File: src/rtl/mem_access_unit.sv
// MEM-stage access unit: turns EX/MEM load/store into a req/ack memory transaction,
// stalls upstream while busy, and registers MEM/WB outputs. Optional: MEM_TIMEOUT_EN.
module mem_access_unit #(
  parameter int DATA_W  = 16,
  parameter int ADDR_W  = 16,
  parameter int TIMEOUT = 255
) (
  input  logic              clk,
  input  logic              rst,
  input  logic              RegWrite_in,
  input  logic              MemWrite_in,
  input  logic              MemRead_in,
  input  logic              call_in,
  input  logic              mem_to_reg_in,
  input  logic [3:0]        reg_rd_in,
  input  logic [DATA_W-1:0] alu_result_in,
  input  logic [DATA_W-1:0] save_word_data_in,
  input  logic              ret_future_in,
  output logic              mem_req,
  output logic              mem_we,
  output logic [ADDR_W-1:0] mem_addr,
  output logic [DATA_W-1:0] mem_wdata,
  input  logic [DATA_W-1:0] mem_rdata,
  input  logic              mem_ack,
  output logic              stall,
  output logic              valid_out,
  output logic              RegWrite_out,
  output logic [3:0]        reg_rd_out,
  output logic [DATA_W-1:0] wb_data_out,
  output logic              call_out,
  output logic              ret_out,
  output logic              mem_err
);

  typedef enum logic [1:0] {IDLE, BUSY, DONE} state_t;

  state_t            state_q, state_d;
  logic              we_q, we_d;
  logic [ADDR_W-1:0] addr_q, addr_d;
  logic [DATA_W-1:0] wdata_q, wdata_d;
  logic [DATA_W-1:0] rdata_q, rdata_d;
  logic              valid_q, valid_d;
  logic              regw_q, regw_d;
  logic [3:0]        rd_q, rd_d;
  logic [DATA_W-1:0] wb_q, wb_d;
  logic              call_q, call_d;
  logic              ret_q, ret_d;
  logic              stall_c;
  logic              access;
  logic              timed_out;

  assign access = MemRead_in | MemWrite_in;

`ifdef MEM_TIMEOUT_EN
  localparam int CNT_W = (TIMEOUT > 1) ? $clog2(TIMEOUT) : 1;

  logic [CNT_W-1:0] cnt_q, cnt_d;
  logic             to_q, to_d;
  logic             err_q, err_d;

  always_ff @(posedge clk or posedge rst) begin
    if (rst) begin
      cnt_q <= '0;
      to_q  <= 1'b0;
      err_q <= 1'b0;
    end else begin
      cnt_q <= cnt_d;
      to_q  <= to_d;
      err_q <= err_d;
    end
  end

  assign timed_out = to_q;
  assign mem_err   = err_q;
`else
  assign timed_out = 1'b0;
  assign mem_err   = 1'b0;
`endif

  always_comb begin
    state_d = state_q;
    we_d    = we_q;
    addr_d  = addr_q;
    wdata_d = wdata_q;
    rdata_d = rdata_q;
    valid_d = valid_q;
    regw_d  = regw_q;
    rd_d    = rd_q;
    wb_d    = wb_q;
    call_d  = call_q;
    ret_d   = ret_q;
    stall_c = 1'b0;
`ifdef MEM_TIMEOUT_EN
    cnt_d   = cnt_q;
    to_d    = to_q;
    err_d   = 1'b0;
`endif

    case (state_q)
      IDLE: begin
        if (access) begin
          // Write wins when both strobes are set; MEM/WB sees a bubble meanwhile.
          stall_c = 1'b1;
          state_d = BUSY;
          addr_d  = alu_result_in[ADDR_W-1:0];
          wdata_d = save_word_data_in;
          we_d    = MemWrite_in;
          valid_d = 1'b0;
          regw_d  = 1'b0;
          call_d  = 1'b0;
          ret_d   = 1'b0;
`ifdef MEM_TIMEOUT_EN
          cnt_d   = '0;
          to_d    = 1'b0;
`endif
        end else begin
          valid_d = 1'b1;
          regw_d  = RegWrite_in;
          rd_d    = reg_rd_in;
          wb_d    = alu_result_in;
          call_d  = call_in;
          ret_d   = ret_future_in;
        end
      end

      BUSY: begin
        stall_c = 1'b1;
        valid_d = 1'b0;
        regw_d  = 1'b0;
        call_d  = 1'b0;
        ret_d   = 1'b0;
        if (mem_ack) begin
          if (!we_q) rdata_d = mem_rdata;
          state_d = DONE;
        end
`ifdef MEM_TIMEOUT_EN
        else if (cnt_q == CNT_W'(TIMEOUT - 1)) begin
          state_d = DONE;
          to_d    = 1'b1;
        end else begin
          cnt_d = cnt_q + CNT_W'(1);
        end
`endif
      end

      DONE: begin
        // EX/MEM still holds the completed instruction; retire it without re-issuing.
        state_d = IDLE;
        valid_d = 1'b1;
        regw_d  = RegWrite_in & ~timed_out;
        rd_d    = reg_rd_in;
        call_d  = call_in;
        ret_d   = ret_future_in;
        if (timed_out)          wb_d = '0;
        else if (mem_to_reg_in) wb_d = rdata_q;
        else                    wb_d = alu_result_in;
`ifdef MEM_TIMEOUT_EN
        err_d   = to_q;
        to_d    = 1'b0;
`endif
      end

      default: state_d = IDLE;
    endcase
  end

  always_ff @(posedge clk or posedge rst) begin
    if (rst) begin
      state_q <= IDLE;
      we_q    <= 1'b0;
      addr_q  <= '0;
      wdata_q <= '0;
      rdata_q <= '0;
      valid_q <= 1'b0;
      regw_q  <= 1'b0;
      rd_q    <= '0;
      wb_q    <= '0;
      call_q  <= 1'b0;
      ret_q   <= 1'b0;
    end else begin
      state_q <= state_d;
      we_q    <= we_d;
      addr_q  <= addr_d;
      wdata_q <= wdata_d;
      rdata_q <= rdata_d;
      valid_q <= valid_d;
      regw_q  <= regw_d;
      rd_q    <= rd_d;
      wb_q    <= wb_d;
      call_q  <= call_d;
      ret_q   <= ret_d;
    end
  end

  // Request and stall must fall the instant reset is raised.
  assign mem_req      = (state_q == BUSY);
  assign stall        = stall_c & ~rst;
  assign mem_we       = we_q;
  assign mem_addr     = addr_q;
  assign mem_wdata    = wdata_q;
  assign valid_out    = valid_q;
  assign RegWrite_out = regw_q;
  assign reg_rd_out   = rd_q;
  assign wb_data_out  = wb_q;
  assign call_out     = call_q;
  assign ret_out      = ret_q;

endmodule

File: config.mk
export PLATFORM = sky130hd
export DESIGN_NAME = mem_access_unit
export DESIGN_NICKNAME = d
export VERILOG_FILES = /design/src/rtl/mem_access_unit.sv
export SDC_FILE = /design/constraint.sdc
export NUM_CORES = 1
export LEC_CHECK = 0
export ABC_AREA = 1
export CAP_MARGIN = 20
export CORE_ASPECT_RATIO = 1.1
export CORE_UTILIZATION = 33
export DETAILED_ROUTE_END_ITERATION = 16
export GPL_TIMING_DRIVEN = 1
export HOLD_SLACK_MARGIN = 0.08
export PLACE_DENSITY_LB_ADDON = 0.25
export SLEW_MARGIN = 20
export SYNTH_ARGS = -nofsm -noshare
export SYNTH_HDL_FRONTEND = slang
export SYNTH_SLANG_ARGS = --single-unit
File: constraint.sdc
create_clock -name clk -period 5.86 [get_ports clk]
set_input_delay 0.586 -clock clk [delete_from_list [all_inputs] [get_ports clk]]
set_output_delay 0.586 -clock clk [all_outputs]
set_load 0.01 [all_outputs]
==> results of run 1 <==
==> how the worst max path moves through the flow <==
stage,startpoint,to,slack [ns],cells after the start
CTS,MemRead_in,stall,2.49,6
global route,MemRead_in,stall,2.30,6
floorplan,rst,RegWrite_out,3.36,1
detailed placement,MemWrite_in,stall,2.50,6
finish,MemRead_in,stall,2.50,6
global placement,MemWrite_in,stall,2.52,6
==> worst max-delay path, delay by kind of cell <==
family,cells,cell delay [ns]
AO/OA/AOI/OAI,1,0.23
buffers and inverters,3,1.08
AND/OR/NAND/NOR,2,0.85
==> layout by cell type (no fill, tap or decap) <==
cell type	n
nand2_4	2
inv_1	21
clkinv_2	3
ha_1	6
nand3b_4	1
nand2_1	169
clkbuf_1	1
buf_4	2
clkbuf_8	10
o21ai_1	4
clkdlybuf4s50_1	119
nand2_2	3
nand3_4	1
conb_1	1
o21ai_0	14
dfrtp_1	75
a21oi_1	1
bufinv_16	3
nand3_1	73
inv_2	3
a21oi_2	1
==> cell families after synthesis <==
logic type / after synthesis / synth area share, %
other: 1 / 0.1099
adder cells (fa/ha/maj): 6 / 2.201
buffers and inverters: 50 / 7.997
AND/OR/NAND/NOR: 249 / 31.62
AO/OA/AOI/OAI: 20 / 3.045
flip-flops: 75 / 55.03
==> stage by stage <==
stage	hold WS (ns)	area, sq um
after floorplan	0.4527	3411
after global placement	0.4544	4589
after detailed placement	0.4582	4589
after CTS	0.4769	4831
after global routing	0.4938	4831
final	0.4732	4831
==> layer usage <==
metal  part of all wire (%)  vias to the layer above  track usage (%)
met1                     45                     1345            21.76
met2                     48                       94            28.62
li1                       -                     1477                -
met5                      0                        -                0
met3                    5.4                        9            3.526
met4                    1.7                        0            7.249
==> power breakdown <==
group          internal [mW]  switching (mW)
logic                  0.558           0.584
clock network          0.293           0.189
registers              0.767           0.143
total                   1.62           0.916
==> registers in the layout, summed over array words and instances (netlist names) <==
name          count
rdata_q          16
ret_out           1
wb_data_out      16
reg_rd_out        4
state_q           2
mem_addr         16
valid_out         1
RegWrite_out      1
mem_we            1
mem_wdata        16
call_out          1
==> layout make-up <==
cell class              instances  area, sq um
clock buffers                  11        141.4
clock inverters                 5        100.1
fillers                       977         5106
inverters                      25        95.09
multi-input cells             276         1261
flip-flops and latches         75         1877
well taps                     120        150.1
repair buffers                121         1206
==> run metrics, run 1 <==
remaining global-route overflow=0; Clk Latency, worst-skew pair=0.35 ns; Core Rows=38; H-Tree Depth=3; post-CTS setup buffers=0; Final Skew=0.009763 ns; first-pass GRT wire length=14080 um; Setup TNS Final=0 ns; cells on worst reg2reg path=8; Leak=2.435 nW; Yosys reg bits=75; Worst Setup End Kind=output port; sequential area share after synthesis=55.03%; Min Clock Period, post-route=3.356 ns; final std cells w/o fill=633; Slowest cell on crit path=clkdlybuf4s50_1; pre-CTS setup slack=2.500 ns; Placed Cells=617; syn_area_per_cell=8.506 sq um; DRC=0; Slew HR=42.88%; root buf cell=clkbuf_8; RSZ-0062 raised after global routing=false; Crit path required time=5.27 ns; FMAX=298.0 MHz; final setup fails=0; Max-Cap Viols=0; Initial Utilization=34.32%; CTS tree=built; vias in the first global route=2847; initial drt markers=88; post-DR wirelength/cell=13.75 um; Commonest cells post-synth=nand2_1 (169), dfrtp_1 (75), nand3_1 (73); reg2reg end=reg_rd_out[1]; detailed-placement wirelength estimate=6145 um; Worst EP arrival=2.77 ns; Synth area leader=dfrtp_1; Hold Crit Class=reg -> reg; die span in y=108.6 um; Total GRT Usage=17.16%; I/O Pins=121; die span in x=98.94 um; Slew @ Worst Pin=0.8568 ns; Ys Warns=0; PD cells=524.6 nW/um^2; Setup WS post-layout=2.504 ns; asr flop ratio synth=100.0%; peak supply drop=0.1530 mV; Worst Hold Path Cells=2; final RePlAce weighted congestion=0.7655; Fin. Hold Viols=0; nets@finish=575; Netlist cell types=18; Crit Path Max Fanout=35; largest cells by area after synthesis=dfrtp_1 (55%), nand2_1 (19%), nand3_1 (11%); number of flops mapped to enable cells by yosys=0; Total Power=2.534 mW; core area=9937 sq um; Mapped Nets=468; initial antenna violation count=0; WL final=8705 um; Die Area=10750 sq um; status=complete, no violations; vias=2925; CTS sink count=75; Worst path most repeated cell=clkdlybuf4s50_1; WS Path Type=in -> out; main flop type after synthesis=dfrtp_1; R2R Setup Slk=3.26 ns; P&R area growth vs syn=41.64%; r2r startpoint=state_q[1]; CP max stage delay=0.56 ns; top cell type's share of synthesized area=55.03%; clk buf depth=2; leading cell type by number of instances after synthesis=nand2_1; Slew Viols, Final=0; Synth Instances=401; Hold Path End=mem_wdata[15]; antenna cell count=0; Hold Path Origin=mem_wdata[15]; DR vias/cell=4.621; Startpoint Class=primary input; cells along the critical path=clkdlybuf4s50_1, inv_2, nand2_2, nand2_4, a21oi_1, clkdlybuf4s50_1; CTS buffer count=9; 1st-pass router iterations=4; fin crit share=57.27%; CTS Hold Bufs=0; cell area after synthesis=3411 sq um; fraction of layout instances using a drive strength above 1=5.653%; clock-pin slew on the worst setup and hold paths=0.07 ns; Finished Core Util=48.62%; largest net degree at the start of global routing=44; Buffers on Ports=119; post-cts resize count=0; ANT nets after route=0
No activity file was read; power rests on OpenSTA's default activity.
==> run 2: changes to the inputs <==
==> constraint.sdc (replaced) <==
create_clock -name clk -period 2.8 [get_ports clk]
set_input_delay 0.28 -clock clk [delete_from_list [all_inputs] [get_ports clk]]
set_output_delay 0.28 -clock clk [all_outputs]
set_load 0.01 [all_outputs]
==> run 2 against run 1 <==
Hold slack lost 0.13 ns. Wire length is 2.0% lower. Cell area shrank 0.80%. Setup slack got worse by 2.2 ns. Clock power is 48% higher. Sequential cell count unchanged. Sequential share of layout area is 0.31 points higher. Die area stayed put. Via count fell by 1.2%. Count of clock-buffer cells in the layout up 1. Core utilization shrank 0.39 points. Critical path depth shrank 1. Critical endpoint unchanged.
==> run metrics, run 2 (same netlist as run 1, synthesis figures left out) <==
status=complete, no violations; Total GRT Usage=17.07% (-0.084 points); R2R Setup Slk=0.75 ns (-2.51 ns); first-pass GRT wire length=14080 um (about the same); detailed-placement wirelength estimate=6085 um (-0.98%); Min Clock Period, post-route=2.545 ns; critical path's top delay family=buffers and inverters; CTS buffer count=9 (unchanged); vias=2891 (-1.2%); remaining global-route overflow=0 (unchanged); Placed Cells=621 (+0.65%); Slew Viols, Final=0 (unchanged); Startpoint Class=flip-flop; Finished Core Util=48.22% (-0.39 points); Initial Utilization=34.32% (unchanged); RSZ-0062 raised after global routing=false; Total Power=5.044 mW (+99%); Buffers on Ports=119 (unchanged); nets@finish=579 (+0.70%); most frequent cells in the layout=nand2_1 (169), clkdlybuf4s50_1 (119), dfrtp_1 (75); root buf cell=clkbuf_8; I/O Pins=121 (unchanged); Max-Cap Viols=0 (unchanged); P&R area growth vs syn=40.50%; FMAX=393.0 MHz; 1st-pass router iterations=7 (+3); fraction of layout instances using a drive strength above 1=6.008% (+0.35 points); final std cells w/o fill=636 (+0.47%); vias in the first global route=2827 (-0.70%); CTS tree=built; WS Path Type=reg -> out; Final Skew=0.008891 ns (-0.0008720 ns); r2r startpoint=state_q[0]; Fin. Hold Viols=0 (unchanged); peak supply drop=0.3361 mV (+120%); most common cell after layout, fill and taps aside=nand2_1; cells on worst reg2reg path=6 (-2); CTS Hold Bufs=0 (unchanged); DR vias/cell=4.546 (-1.6%); Slew @ Worst Pin=0.6683 ns (-0.1885 ns); Crit Path Max Fanout=9 (-74%); post-DR wirelength/cell=13.42 um (-2.4%); fin crit share=90.89%; Setup TNS Final=0 ns (unchanged); initial drt markers=132 (+50%); ANT nets after route=0 (unchanged); largest net degree at the start of global routing=42 (-4.5%); Clk Latency, worst-skew pair=0.34 ns (about the same); cells along the critical path=inv_1, ha_1, o21ai_0, a21oi_1, clkdlybuf4s50_1; Slew HR=55.31% (+12 points); reg2reg end=wb_data_out[14]; WL final=8535 um (-2.0%); final setup fails=0 (unchanged); Hold Crit Class=in -> async; CP max stage delay=0.55 ns (about the same); core area=9937 sq um (unchanged); antenna cell count=0 (unchanged); Crit path required time=2.52 ns (-2.75 ns); clock-pin slew on the worst setup and hold paths=0.08 ns (about the same); die span in x=98.94 um (unchanged); Core Rows=38 (unchanged); post-CTS setup buffers=0 (unchanged); Worst Setup End Kind=output port; DRC=0 (unchanged); post-cts resize count=0 (unchanged); Leak=2.420 nW (-0.58%); PD cells=1053 nW/um^2 (+100%); CTS sink count=75 (unchanged); initial antenna violation count=0 (unchanged); clk buf depth=2 (unchanged); H-Tree Depth=3 (unchanged); Worst EP arrival=2.26 ns (-0.51 ns); Slowest cell on crit path=clkdlybuf4s50_1; CP bufs+invs=2 (-1); layout filler cell count=1002 (+2.6%); Die Area=10750 sq um (unchanged); die span in y=108.6 um (unchanged); final RePlAce weighted congestion=0.7863 (+2.7%)
## run 2: cell count changes in the layout (fill, tap and decap cells not counted)
cell	previous run	this run
clkinv_2	3	4
buf_4	2	5
clkbuf_1	1	2
buf_12	0	1
bufinv_16	3	0
## run 2: report_power, final
part	leakage (nW)	internal [mW]	total (mW)	switching (mW)
sequential	0.931	1.60	1.89	0.288
combinational	1.40	1.19	2.44	1.25
clock	0.0860	0.337	0.713	0.376
total	2.42	3.14	5.04	1.91
## run 2: worst max path at each step
stage,startpoint,end,cells after the start
final,state_q[0],stall,5
after global routing,state_q[1],stall,5
after CTS,state_q[0],stall,5
after detailed placement,state_q[0],stall,5
after global placement,state_q[0],stall,5
after floorplan,rst,RegWrite_out,1
## run 2: metrics by stage
step,area (sq um),hold slack (ns),setup slack [ns]
floorplan,3411,0.3896,0.6100
global placement,4632,0.4535,0.6893
detailed placement,4632,0.4591,0.6192
CTS,4792,0.3546,0.2386
global route,4792,0.3929,0.1065
finish,4792,0.3466,0.2552
## run 2: worst register-to-register path: cells and delay by family (launching register included)
family | cells | cell delay (ns)
adders and majority gates | 1 | 0.47
DFF | 1 | 0.44
buffers and inverters | 1 | 0.14
and+or+nand+nor | 4 | 0.95
## run 2: routing by layer
layer | GRT usage, % | up-vias | wire length, um
li1 | - | 1482 | -
met1 | 21.42 | 1307 | 3858
met2 | 28.92 | 89 | 4161
met3 | 2.500 | 13 | 331
met4 | 8.529 | 0 | 182
met5 | 0 | - | 0
## run 2: cell type report
class / count / area, sq um / area share, %
sequential: 75 / 1877 / 39.16
multi-input combinational: 276 / 1261 / 26.32
timing repair buffer: 125 / 1249 / 26.06
tap: 120 / 150.1 / 3.133
clock buffer: 12 / 145.1 / 3.029
inverter: 25 / 95.09 / 1.984
clock inverter: 3 / 15.01 / 0.3133
==> run 3: changes to the inputs <==
--- a/config.mk
+++ b/config.mk
@@ -8,6 +8,7 @@
 export ABC_AREA = 1
 export CAP_MARGIN = 20
 export CORE_ASPECT_RATIO = 1.1
+export CORE_MARGIN = 4
 export CORE_UTILIZATION = 33
 export DETAILED_ROUTE_END_ITERATION = 16
 export GPL_TIMING_DRIVEN = 1
==> run 3 against run 2 <==
Final cell count shrank 0.16%. Highest routed layer unchanged. Die area grew 12%. Total power grew 7.5%. Hold slack gained 0.073 ns. Setup slack gained 0.090 ns. Via count grew 0.93%.
==> run metrics, run 3 (same netlist as run 1, synthesis figures left out) <==
Worst Setup End Kind=output port; Total GRT Usage=15.17% (-1.9 points); initial antenna violation count=0 (unchanged); largest net degree at the start of global routing=45 (+7.1%); WS Path Type=reg -> out; initial drt markers=88 (-33%); Switching Share=35.62% (-2.2 points); Placed Cells=620 (-0.16%); post-CTS setup buffers=0 (unchanged); status=complete, no violations; sw power=1.931 mW (+1.2%); Slew HR=46.34% (-9.0 points); ANT nets after route=0 (unchanged); fin crit share=87.66% (-3.2 points); Area after DPL=4624 sq um (-0.16%); Worst EP arrival=2.17 ns (-0.09 ns); Clk Latency, worst-skew pair=0.34 ns (about the same); most frequent cells in the layout=nand2_1 (169), clkdlybuf4s50_1 (119), dfrtp_1 (75); PD cells=1109 nW/um^2 (+5.4%); most common cell after layout, fill and taps aside=nand2_1; post-cts resize count=0 (unchanged); Logic pwr share=44.9% (-3.4 points); CTS sink count=75 (unchanged); Crit path required time=2.52 ns (about the same); CTS Hold Bufs=0 (unchanged); FMAX=407.4 MHz (+3.7%); final RePlAce weighted congestion=0.7775 (-1.1%); Setup TNS Final=0 ns (unchanged); Fin. Hold Viols=0 (unchanged); Slew Viols, Final=0 (unchanged); clock network fraction of total power=20.2% (+6.1 points); vias in the first global route=2889 (+2.2%); core area=9985 sq um (+0.48%); H-Tree Depth=3 (unchanged); Max-Cap Viols=0 (unchanged); peak supply drop=0.3225 mV (-4.1%); clock-pin slew on the worst setup and hold paths=0.08 ns (about the same); post-DR wirelength/cell=14.15 um (+5.4%); Slew @ Worst Pin=0.8040 ns (+0.1357 ns); Startpoint Class=flip-flop; nets@finish=578 (-0.17%); Initial Utilization=34.16% (-0.16 points); CTS buffer count=9 (unchanged); first-pass GRT wire length=14680 um (+4.2%); final std cells w/o fill=635 (-0.16%); final setup fails=0 (unchanged); Sequential Power Share=34.9% (-2.6 points); r2r startpoint=state_q[1]; Min Clock Period, post-route=2.454 ns (-0.09034 ns); CTS tree=built; Hold Crit Class=in -> async; fraction of layout instances using a drive strength above 1=6.214% (+0.21 points); die span in y=114.6 um (+5.5%); RSZ-0062 raised after global routing=false; clk buf depth=2 (unchanged); DR vias/cell=4.595 (+1.1%); Final Skew=0.01064 ns (+0.001745 ns); 1st-pass router iterations=4 (-3); Core Rows=38 (unchanged); Critical Path Source=state_q[1]; WL final=8986 um (+5.3%); root buf cell=clkbuf_8; Finished Cell Area=4887 sq um (+2.0%); die span in x=104.9 um (+6.1%); I/O Pins=121 (unchanged); P&R area growth vs syn=43.29%; Leak=2.463 nW (+1.7%); remaining global-route overflow=0 (unchanged); detailed-placement wirelength estimate=6460 um (+6.2%); Buffers on Ports=119 (unchanged); DRC=0 (unchanged); antenna cell count=0 (unchanged); Die Area=12030 sq um (+12%); P_int=3.491 mW (+11%); Crit Path Max Fanout=7 (-2); vias=2918 (+0.93%)
## run 3: path summary, 6_finish.rpt
check / cells after the start / slack (ns) / end
min in group clk: 2 / 0.47 / mem_addr[0]
min: 2 / 0.42 / state_q[1]
max in group asynchronous: 3 / 1.76 / rdata_q[2]
max reg2reg: 7 / 0.76 / wb_data_out[8]
max: 5 / 0.35 / stall
min reg2reg: 2 / 0.47 / mem_addr[0]
## run 3: power groups by stage
stage	registers [mW]	logic [mW]	clock network, mW
finish	1.89	2.43	1.10
global route	1.96	2.71	1.17
CTS	1.90	2.48	1.12
detailed placement	1.92	2.47	0
global placement	1.89	2.43	0
floorplan	2.06	1.19	0
## run 3: worst max-delay path, cell delays in order (launching register included)
cell and delay, ns:
dfrtp_1 0.43, inv_1 0.14, ha_1 0.41, o21ai_0 0.16, a21oi_1 0.15, clkdlybuf4s50_1 0.54
## run 3: layer usage
| metal | part of all wire (%) | up-vias | global-route usage [%] |
|---|---|---|---|
| met5 | 0 | - | 0 |
| met4 | 1.3 | 0 | 5.249 |
| met3 | 6.2 | 9 | 2.933 |
| met2 | 49 | 88 | 25.37 |
| met1 | 44 | 1346 | 19.76 |
| li1 | - | 1475 | - |
## run 3: cell type report
class / count / area (sq um)
tap: 120 / 150.1
inverter: 25 / 95.09
clock inverter: 5 / 125.1
sequential: 75 / 1877
timing repair buffer: 124 / 1241
multi-input combinational: 276 / 1261
clock buffer: 10 / 137.6
fill: 1013 / 5097
## run 3: metrics by stage
stage	hold WS, ns	total power, mW	utilization (%)	worst slack [ns]
after CTS	0.4413	5.495	48.95	0.3238
final	0.4199	5.422	48.95	0.3455
after floorplan	0.3896	3.249	-	0.6100
after global placement	0.4523	4.323	46.32	0.7402
after global routing	0.4816	5.836	48.95	0.2262
after detailed placement	0.4590	4.385	46.32	0.7100
